--- src/rtl/sodor5_wb_scoreboard.sv ---
// Pair-wise, in-order checker of core vs. model register writebacks, one FIFO per side.
// Optional watchdog enabled by defining SCOREBOARD_TIMEOUT_EN.
module sodor5_wb_scoreboard #(
    parameter int unsigned DEPTH            = 8,
    parameter int unsigned CNT_W            = 16,
    parameter int unsigned DROP_X0          = 1,
    parameter int unsigned STOP_ON_MISMATCH = 1,
    parameter int unsigned TIMEOUT_CYCLES   = 64
) (
    input  logic                     clk,
    input  logic                     reset,
    input  logic                     dut_wb_valid,
    input  logic [4:0]               dut_wb_rd,
    input  logic [31:0]              dut_wb_data,
    input  logic                     ref_wb_valid,
    input  logic [4:0]               ref_wb_rd,
    input  logic [31:0]              ref_wb_data,
    output logic [CNT_W-1:0]         match_count,
    output logic [CNT_W-1:0]         mismatch_count,
    output logic                     error,
    output logic                     overflow,
    output logic                     timeout,
    output logic                     halted,
    output logic [$clog2(DEPTH):0]   pending_dut,
    output logic [$clog2(DEPTH):0]   pending_ref,
    output logic [9:0]               first_mm_rd,
    output logic [63:0]              first_mm_data
);
    localparam int unsigned AW = $clog2(DEPTH);
    localparam int unsigned PW = AW + 1;

    typedef enum logic {S_RUN, S_HALT} state_t;
    typedef logic [36:0] entry_t;

    state_t            state_q, state_d;
    entry_t            dut_mem_q [DEPTH];
    entry_t            dut_mem_d [DEPTH];
    entry_t            ref_mem_q [DEPTH];
    entry_t            ref_mem_d [DEPTH];
    logic [PW-1:0]     dut_wr_q, dut_wr_d, dut_rd_q, dut_rd_d;
    logic [PW-1:0]     ref_wr_q, ref_wr_d, ref_rd_q, ref_rd_d;
    logic [CNT_W-1:0]  match_q, match_d, mm_q, mm_d;
    logic              error_q, error_d, overflow_q, overflow_d;
    logic [9:0]        fmm_rd_q, fmm_rd_d;
    logic [63:0]       fmm_data_q, fmm_data_d;

    logic [PW-1:0]     dut_cnt, ref_cnt;
    logic              dut_empty, ref_empty, dut_full, ref_full;
    logic              dut_push, ref_push, dut_acc, ref_acc, pop;
    entry_t            dut_head, ref_head;

    always_comb begin
        dut_cnt   = dut_wr_q - dut_rd_q;
        ref_cnt   = ref_wr_q - ref_rd_q;
        dut_empty = (dut_cnt == '0);
        ref_empty = (ref_cnt == '0);
        dut_full  = (dut_cnt == PW'(DEPTH));
        ref_full  = (ref_cnt == PW'(DEPTH));
        dut_head  = dut_mem_q[dut_rd_q[AW-1:0]];
        ref_head  = ref_mem_q[ref_rd_q[AW-1:0]];
        dut_push  = dut_wb_valid && !((DROP_X0 != 0) && (dut_wb_rd == 5'd0));
        ref_push  = ref_wb_valid && !((DROP_X0 != 0) && (ref_wb_rd == 5'd0));
        pop       = (state_q == S_RUN) && !dut_empty && !ref_empty;
        // A full FIFO still accepts a push when its head leaves on the same edge.
        dut_acc   = dut_push && (!dut_full || pop);
        ref_acc   = ref_push && (!ref_full || pop);
    end

    always_comb begin
        state_d    = state_q;
        dut_mem_d  = dut_mem_q;
        ref_mem_d  = ref_mem_q;
        dut_wr_d   = dut_wr_q;
        dut_rd_d   = dut_rd_q;
        ref_wr_d   = ref_wr_q;
        ref_rd_d   = ref_rd_q;
        match_d    = match_q;
        mm_d       = mm_q;
        error_d    = error_q;
        overflow_d = overflow_q;
        fmm_rd_d   = fmm_rd_q;
        fmm_data_d = fmm_data_q;

        if (dut_acc) begin
            dut_mem_d[dut_wr_q[AW-1:0]] = {dut_wb_rd, dut_wb_data};
            dut_wr_d = dut_wr_q + PW'(1);
        end
        if (ref_acc) begin
            ref_mem_d[ref_wr_q[AW-1:0]] = {ref_wb_rd, ref_wb_data};
            ref_wr_d = ref_wr_q + PW'(1);
        end
        if ((dut_push && !dut_acc) || (ref_push && !ref_acc))
            overflow_d = 1'b1;

        if (pop) begin
            dut_rd_d = dut_rd_q + PW'(1);
            ref_rd_d = ref_rd_q + PW'(1);
            if (dut_head == ref_head) begin
                if (match_q != '1) match_d = match_q + CNT_W'(1);
            end else begin
                if (mm_q != '1) mm_d = mm_q + CNT_W'(1);
                error_d = 1'b1;
                if (!error_q) begin
                    fmm_rd_d   = {dut_head[36:32], ref_head[36:32]};
                    fmm_data_d = {dut_head[31:0], ref_head[31:0]};
                end
                if (STOP_ON_MISMATCH != 0) state_d = S_HALT;
            end
        end
    end

    always_ff @(posedge clk) begin
        if (reset) begin
            state_q    <= S_RUN;
            dut_wr_q   <= '0;
            dut_rd_q   <= '0;
            ref_wr_q   <= '0;
            ref_rd_q   <= '0;
            match_q    <= '0;
            mm_q       <= '0;
            error_q    <= 1'b0;
            overflow_q <= 1'b0;
            fmm_rd_q   <= '0;
            fmm_data_q <= '0;
        end else begin
            state_q    <= state_d;
            dut_wr_q   <= dut_wr_d;
            dut_rd_q   <= dut_rd_d;
            ref_wr_q   <= ref_wr_d;
            ref_rd_q   <= ref_rd_d;
            match_q    <= match_d;
            mm_q       <= mm_d;
            error_q    <= error_d;
            overflow_q <= overflow_d;
            fmm_rd_q   <= fmm_rd_d;
            fmm_data_q <= fmm_data_d;
        end
    end

    // Storage needs no reset: pointers alone define what is valid.
    always_ff @(posedge clk) begin
        dut_mem_q <= dut_mem_d;
        ref_mem_q <= ref_mem_d;
    end

`ifdef SCOREBOARD_TIMEOUT_EN
    localparam int unsigned WW = $clog2(TIMEOUT_CYCLES + 1);
    logic [WW-1:0] wait_q, wait_d;
    logic          timeout_q, timeout_d;

    always_comb begin
        wait_d    = wait_q;
        timeout_d = timeout_q;
        if (wait_q == WW'(TIMEOUT_CYCLES)) timeout_d = 1'b1;
        if (pop || (dut_empty && ref_empty))
            wait_d = '0;
        else if ((state_q == S_RUN) && (dut_empty != ref_empty) && (wait_q != WW'(TIMEOUT_CYCLES)))
            wait_d = wait_q + WW'(1);
    end

    always_ff @(posedge clk) begin
        if (reset) begin
            wait_q    <= '0;
            timeout_q <= 1'b0;
        end else begin
            wait_q    <= wait_d;
            timeout_q <= timeout_d;
        end
    end

    assign timeout = timeout_q;
`else
    logic unused_timeout_cfg;
    assign unused_timeout_cfg = ^TIMEOUT_CYCLES;
    assign timeout = 1'b0;
`endif

    assign match_count    = match_q;
    assign mismatch_count = mm_q;
    assign error          = error_q;
    assign overflow       = overflow_q;
    assign halted         = (state_q == S_HALT);
    assign pending_dut    = dut_cnt;
    assign pending_ref    = ref_cnt;
    assign first_mm_rd    = fmm_rd_q;
    assign first_mm_data  = fmm_data_q;
endmodule

--- config.mk ---
export PLATFORM = sky130hd
export DESIGN_NAME = sodor5_wb_scoreboard
export DESIGN_NICKNAME = d
export VERILOG_FILES = /design/src/rtl/sodor5_wb_scoreboard.sv
export SDC_FILE = /design/constraint.sdc
export NUM_CORES = 1
export LEC_CHECK = 0
export CAP_MARGIN = 10
export CORE_ASPECT_RATIO = 1.25
export CORE_UTILIZATION = 55
export CTS_BUF_LIST = sky130_fd_sc_hd__clkbuf_4 sky130_fd_sc_hd__clkbuf_8
export CTS_CLUSTER_DIAMETER = 100
export DETAILED_ROUTE_END_ITERATION = 12
export PLACE_DENSITY = 0.85
export SKIP_CTS_REPAIR_TIMING = 1
export SYNTH_ARGS = -nofsm -noshare
export SYNTH_HDL_FRONTEND = slang
export SYNTH_SLANG_ARGS = --single-unit
--- constraint.sdc ---
create_clock -name clk -period 5.5 [get_ports clk]
set_input_delay 1.1 -clock clk [delete_from_list [all_inputs] [get_ports clk]]
set_output_delay 1.1 -clock clk [all_outputs]
set_load 0.02 [all_outputs]
==> impl_metrics.tcl <==
set metrics [dict create \
    outcome "completed" \
    port_buffers 194 \
    timing.hold.worst_path_depth 2 \
    timing.critical_path.from_type "flop" \
    post-place-cells 2345 \
    syn_nets 1635 \
    nets 1886 \
    worst_ir_drop_vdd_v 0.000659 \
    critPathArrivalTime_ps 5290 \
    standby_leakage_power_uw 0.0106 \
    placeableCoreArea_mm2 0.0503 \
    via_per_inst 6.11 \
    clock_latency_ps 680 \
    synth_sequential_area_ratio_pct 72.4 \
    antenna_found_initial 5 \
    rrSetupSlack_ps 790 \
    finalMaxSlewViolations 0 \
    layout_setup_ws_ps 795 \
    crit_path_max_incr_delay_ps 870 \
    post_dp_cell_area_mm2 0.0308 \
    synth.cell_area_mm2 0.0280 \
    worstHoldEndpoint "first_mm_data[18]" \
    gp_routability_congestion 0.853 \
    post_synth_num_cell_types 54 \
    min_path_type "reg -> reg" \
    grt_pass1_vias 15700 \
    route.detailed.drc 0 \
    layout-drive-gt1-share_pct 21.2 \
    finalInstanceArea_mm2 0.0329 \
    reg2reg_depth 9 \
    finalWorstPathRequiredPeriod_ps 4710 \
    drt_pre_antenna_iters 5 \
    hold_violations 0 \
    synthesis.area_per_instance_um2 18.1 \
    global_route.usage.total_pct 25.7 \
    cts_made_buffers 104 \
    max_slew_margin_pct 41.3 \
    antenna_left 0 \
    grt-ovfl-total 0 \
    detailroute.via_count 15500 \
    synth_warnings 0 \
    post-route-period-util_pct 85.6 \
    peak_fanout_along_the_critical_path 42 \
    total_die_area_mm2 0.0518 \
    numClockSinks 716 \
    synth_flop_cell "sky130_fd_sc_hd__edfxtp_1" \
    die_height_um 254 \
    critical_path_class "reg -> reg" \
    worst-path-buf-inv 1 \
    cellPowerDensity_mw_per_mm2 499 \
    dpl.hpwl_mm 42.0 \
    rsz_0062_raised_after_global_routing "no" \
    global_route_wire_length_before_repair_mm 96.4 \
    drt_first_iter_violations 1367 \
    hold_path.startpoint "first_mm_data[18]" \
    critical_path.reg2reg.startpoint "dut_rd_q[1]" \
    async_flop_share_pct 0 \
    synth_seq_cells 716 \
    cts_tree "done" \
    netlist_instances 1543 \
    die_x_um 204 \
    worst_path_dominant_cell_family "simple AND/OR/NAND/NOR gates" \
    final.setup_skew_ps 25.6 \
    start_util_pct 55.6 \
    clock_path_buffers 3 \
    worst_pin_slew_ps 880 \
    worstPathCellList "buf_12, mux4_2, mux2i_1, xnor2_1, nand4_1, or4_4, or3_1, or4_1, a21oi_1" \
    placementRows 92 \
    drt-total-wl_mm 65.5 \
    final_common_cell "sky130_fd_sc_hd__edfxtp_1" \
    cts_htree_levels 3 \
    synth-edff-count 592 \
    timing.rr.end "match_count[4]" \
    whs_ps 496 \
    layout.cells.most_common_list "sky130_fd_sc_hd__edfxtp_1 (592), sky130_fd_sc_hd__clkdlybuf4s50_1 (193), sky130_fd_sc_hd__mux4_2 (136)" \
    clock_transition_at_path_regs_ps 70 \
    final_count_of_negative_setup_slack_endpoints 0 \
    cts_root_buf "sky130_fd_sc_hd__clkbuf_8" \
    wl_per_cell_um 25.8 \
    worstPathRequired_ps 6090 \
    finalNonFillerCells 2542 \
    critPathCaptureType "flop" \
    flow.area_growth_from_synthesis_pct 17.7 \
    max_cap_violations 0 \
    io_pins 196 \
    pre_cts_ws_ps 812 \
    max_clock_freq_mhz 213 \
    pin_count_of_the_biggest_net_entering_global_routing 76 \
    worst_path_max_delay_cell "sky130_fd_sc_hd__dfxtp_4" \
]
[cells in the mapped netlist, types with 7 or more instances]
| master | n | area share, % |
|---|---|---|
| sky130_fd_sc_hd__nand2b_1 | 7 | 0.16 |
| sky130_fd_sc_hd__xor2_1 | 27 | 0.84 |
| sky130_fd_sc_hd__and3_1 | 9 | 0.20 |
| sky130_fd_sc_hd__a21oi_1 | 25 | 0.45 |
| sky130_fd_sc_hd__nor2_1 | 119 | 1.6 |
| sky130_fd_sc_hd__buf_4 | 12 | 0.32 |
| sky130_fd_sc_hd__buf_6 | 15 | 0.60 |
| sky130_fd_sc_hd__xnor2_1 | 25 | 0.78 |
| sky130_fd_sc_hd__mux4_2 | 136 | 11 |
| sky130_fd_sc_hd__buf_2 | 23 | 0.41 |
| sky130_fd_sc_hd__dfxtp_1 | 124 | 8.9 |
| sky130_fd_sc_hd__nand3_1 | 18 | 0.32 |
| sky130_fd_sc_hd__and2_1 | 8 | 0.18 |
| sky130_fd_sc_hd__clkbuf_1 | 40 | 0.54 |
| sky130_fd_sc_hd__inv_1 | 17 | 0.23 |
| sky130_fd_sc_hd__mux2i_1 | 79 | 2.8 |
| sky130_fd_sc_hd__nor4_1 | 8 | 0.18 |
| sky130_fd_sc_hd__o31ai_1 | 11 | 0.30 |
| sky130_fd_sc_hd__a211oi_1 | 64 | 1.7 |
| sky130_fd_sc_hd__nor2b_1 | 15 | 0.34 |
| sky130_fd_sc_hd__or4_1 | 14 | 0.38 |
| sky130_fd_sc_hd__nor3_1 | 25 | 0.45 |
| sky130_fd_sc_hd__nand4_1 | 13 | 0.29 |
| sky130_fd_sc_hd__nand2_1 | 30 | 0.40 |
| sky130_fd_sc_hd__ha_1 | 12 | 0.54 |
| sky130_fd_sc_hd__mux2_2 | 10 | 0.40 |
| sky130_fd_sc_hd__o21ai_0 | 11 | 0.20 |
| sky130_fd_sc_hd__edfxtp_1 | 592 | 64 |
[cell type report]
type | count | area, um2
antenna | 4 | 10.0
clock buffer | 144 | 1780
clock inverter | 48 | 377
fill | 3144 | 17400
inverter | 19 | 71.3
multi-input combinational | 717 | 7270
sequential | 716 | 20300
tap | 658 | 823
timing repair buffer | 236 | 2330
[layer usage]
layer  vias to the layer above  global-route usage [%]  wire (um)
li1                       6663                       -          -
met1                      7833                    31.9      23500
met2                       868                    42.7      33200
met3                       170                    5.61       5890
met4                         4                    13.3       2900
met5                         -                       0         31
[where the power goes]
group	internal (uW)	leakage, uW	switching, uW
Clock	2380	0.00114	1940
Sequential	6500	0.00639	407
Combinational	2070	0.00310	3130
Total	11000	0.0106	5480
[registers in the layout, indices dropped and copies added (netlist names)]
register and count:
ref_rd_q 4, dut_wr_q 4, dut_rd_q 4, overflow 1, dut_mem_q 296, error 1
ref_wr_q 4, mismatch_count 16, first_mm_rd 10, match_count 16, ref_mem_q 296, first_mm_data 64
[logic make-up (layout without fill, tap and decap cells)]
| logic type | count (synthesis) | count (layout) | synth area share [%] |
|---|---|---|---|
| fa+ha+maj | 14 | 14 | 0.679 |
| compound gates | 132 | 132 | 3.30 |
| simple gates | 286 | 286 | 5.06 |
| flops | 716 | 716 | 72.4 |
| xor+xnor | 53 | 53 | 1.69 |
| mux | 231 | 231 | 14.7 |
| other cells | 1 | 5 | 0.0134 |
| buf+inv | 110 | 447 | 2.14 |
[how the worst max path moves through the flow]
stage	startpoint	endpoint	slack, ps	depth (start not counted)
2_1_floorplan	ref_wr_q[0]	ref_mem_q[37]	-370	10
3_3_place_gp	dut_rd_q[1]	match_count[8]	950	9
3_5_place_dp	dut_wb_rd[3]	dut_mem_q[68]	810	7
4_1_cts	ref_rd_q[1]	match_count[4]	820	9
5_1_grt	dut_rd_q[1]	match_count[9]	510	9
6_report	dut_rd_q[1]	match_count[4]	790	9
[worst reg2reg max path: stages (launching register included)]
cell                      delay, ps
sky130_fd_sc_hd__dfxtp_4        870
sky130_fd_sc_hd__buf_12         310
sky130_fd_sc_hd__mux4_2         540
sky130_fd_sc_hd__mux2i_1        480
sky130_fd_sc_hd__xnor2_1        180
sky130_fd_sc_hd__nand4_1        100
sky130_fd_sc_hd__or4_4          570
sky130_fd_sc_hd__or3_1          750
sky130_fd_sc_hd__or4_1          640
sky130_fd_sc_hd__a21oi_1        170
[through the flow]
stage,util [%],TNS [ps],total power (uW)
floorplan,-,-78150,10300
global placement,61.2,0,12000
detailed placement,61.2,0,12200
CTS,65.4,0,16500
global route,65.5,0,17100
finish,65.5,0,16400
(Power assumes the default switching activity.)
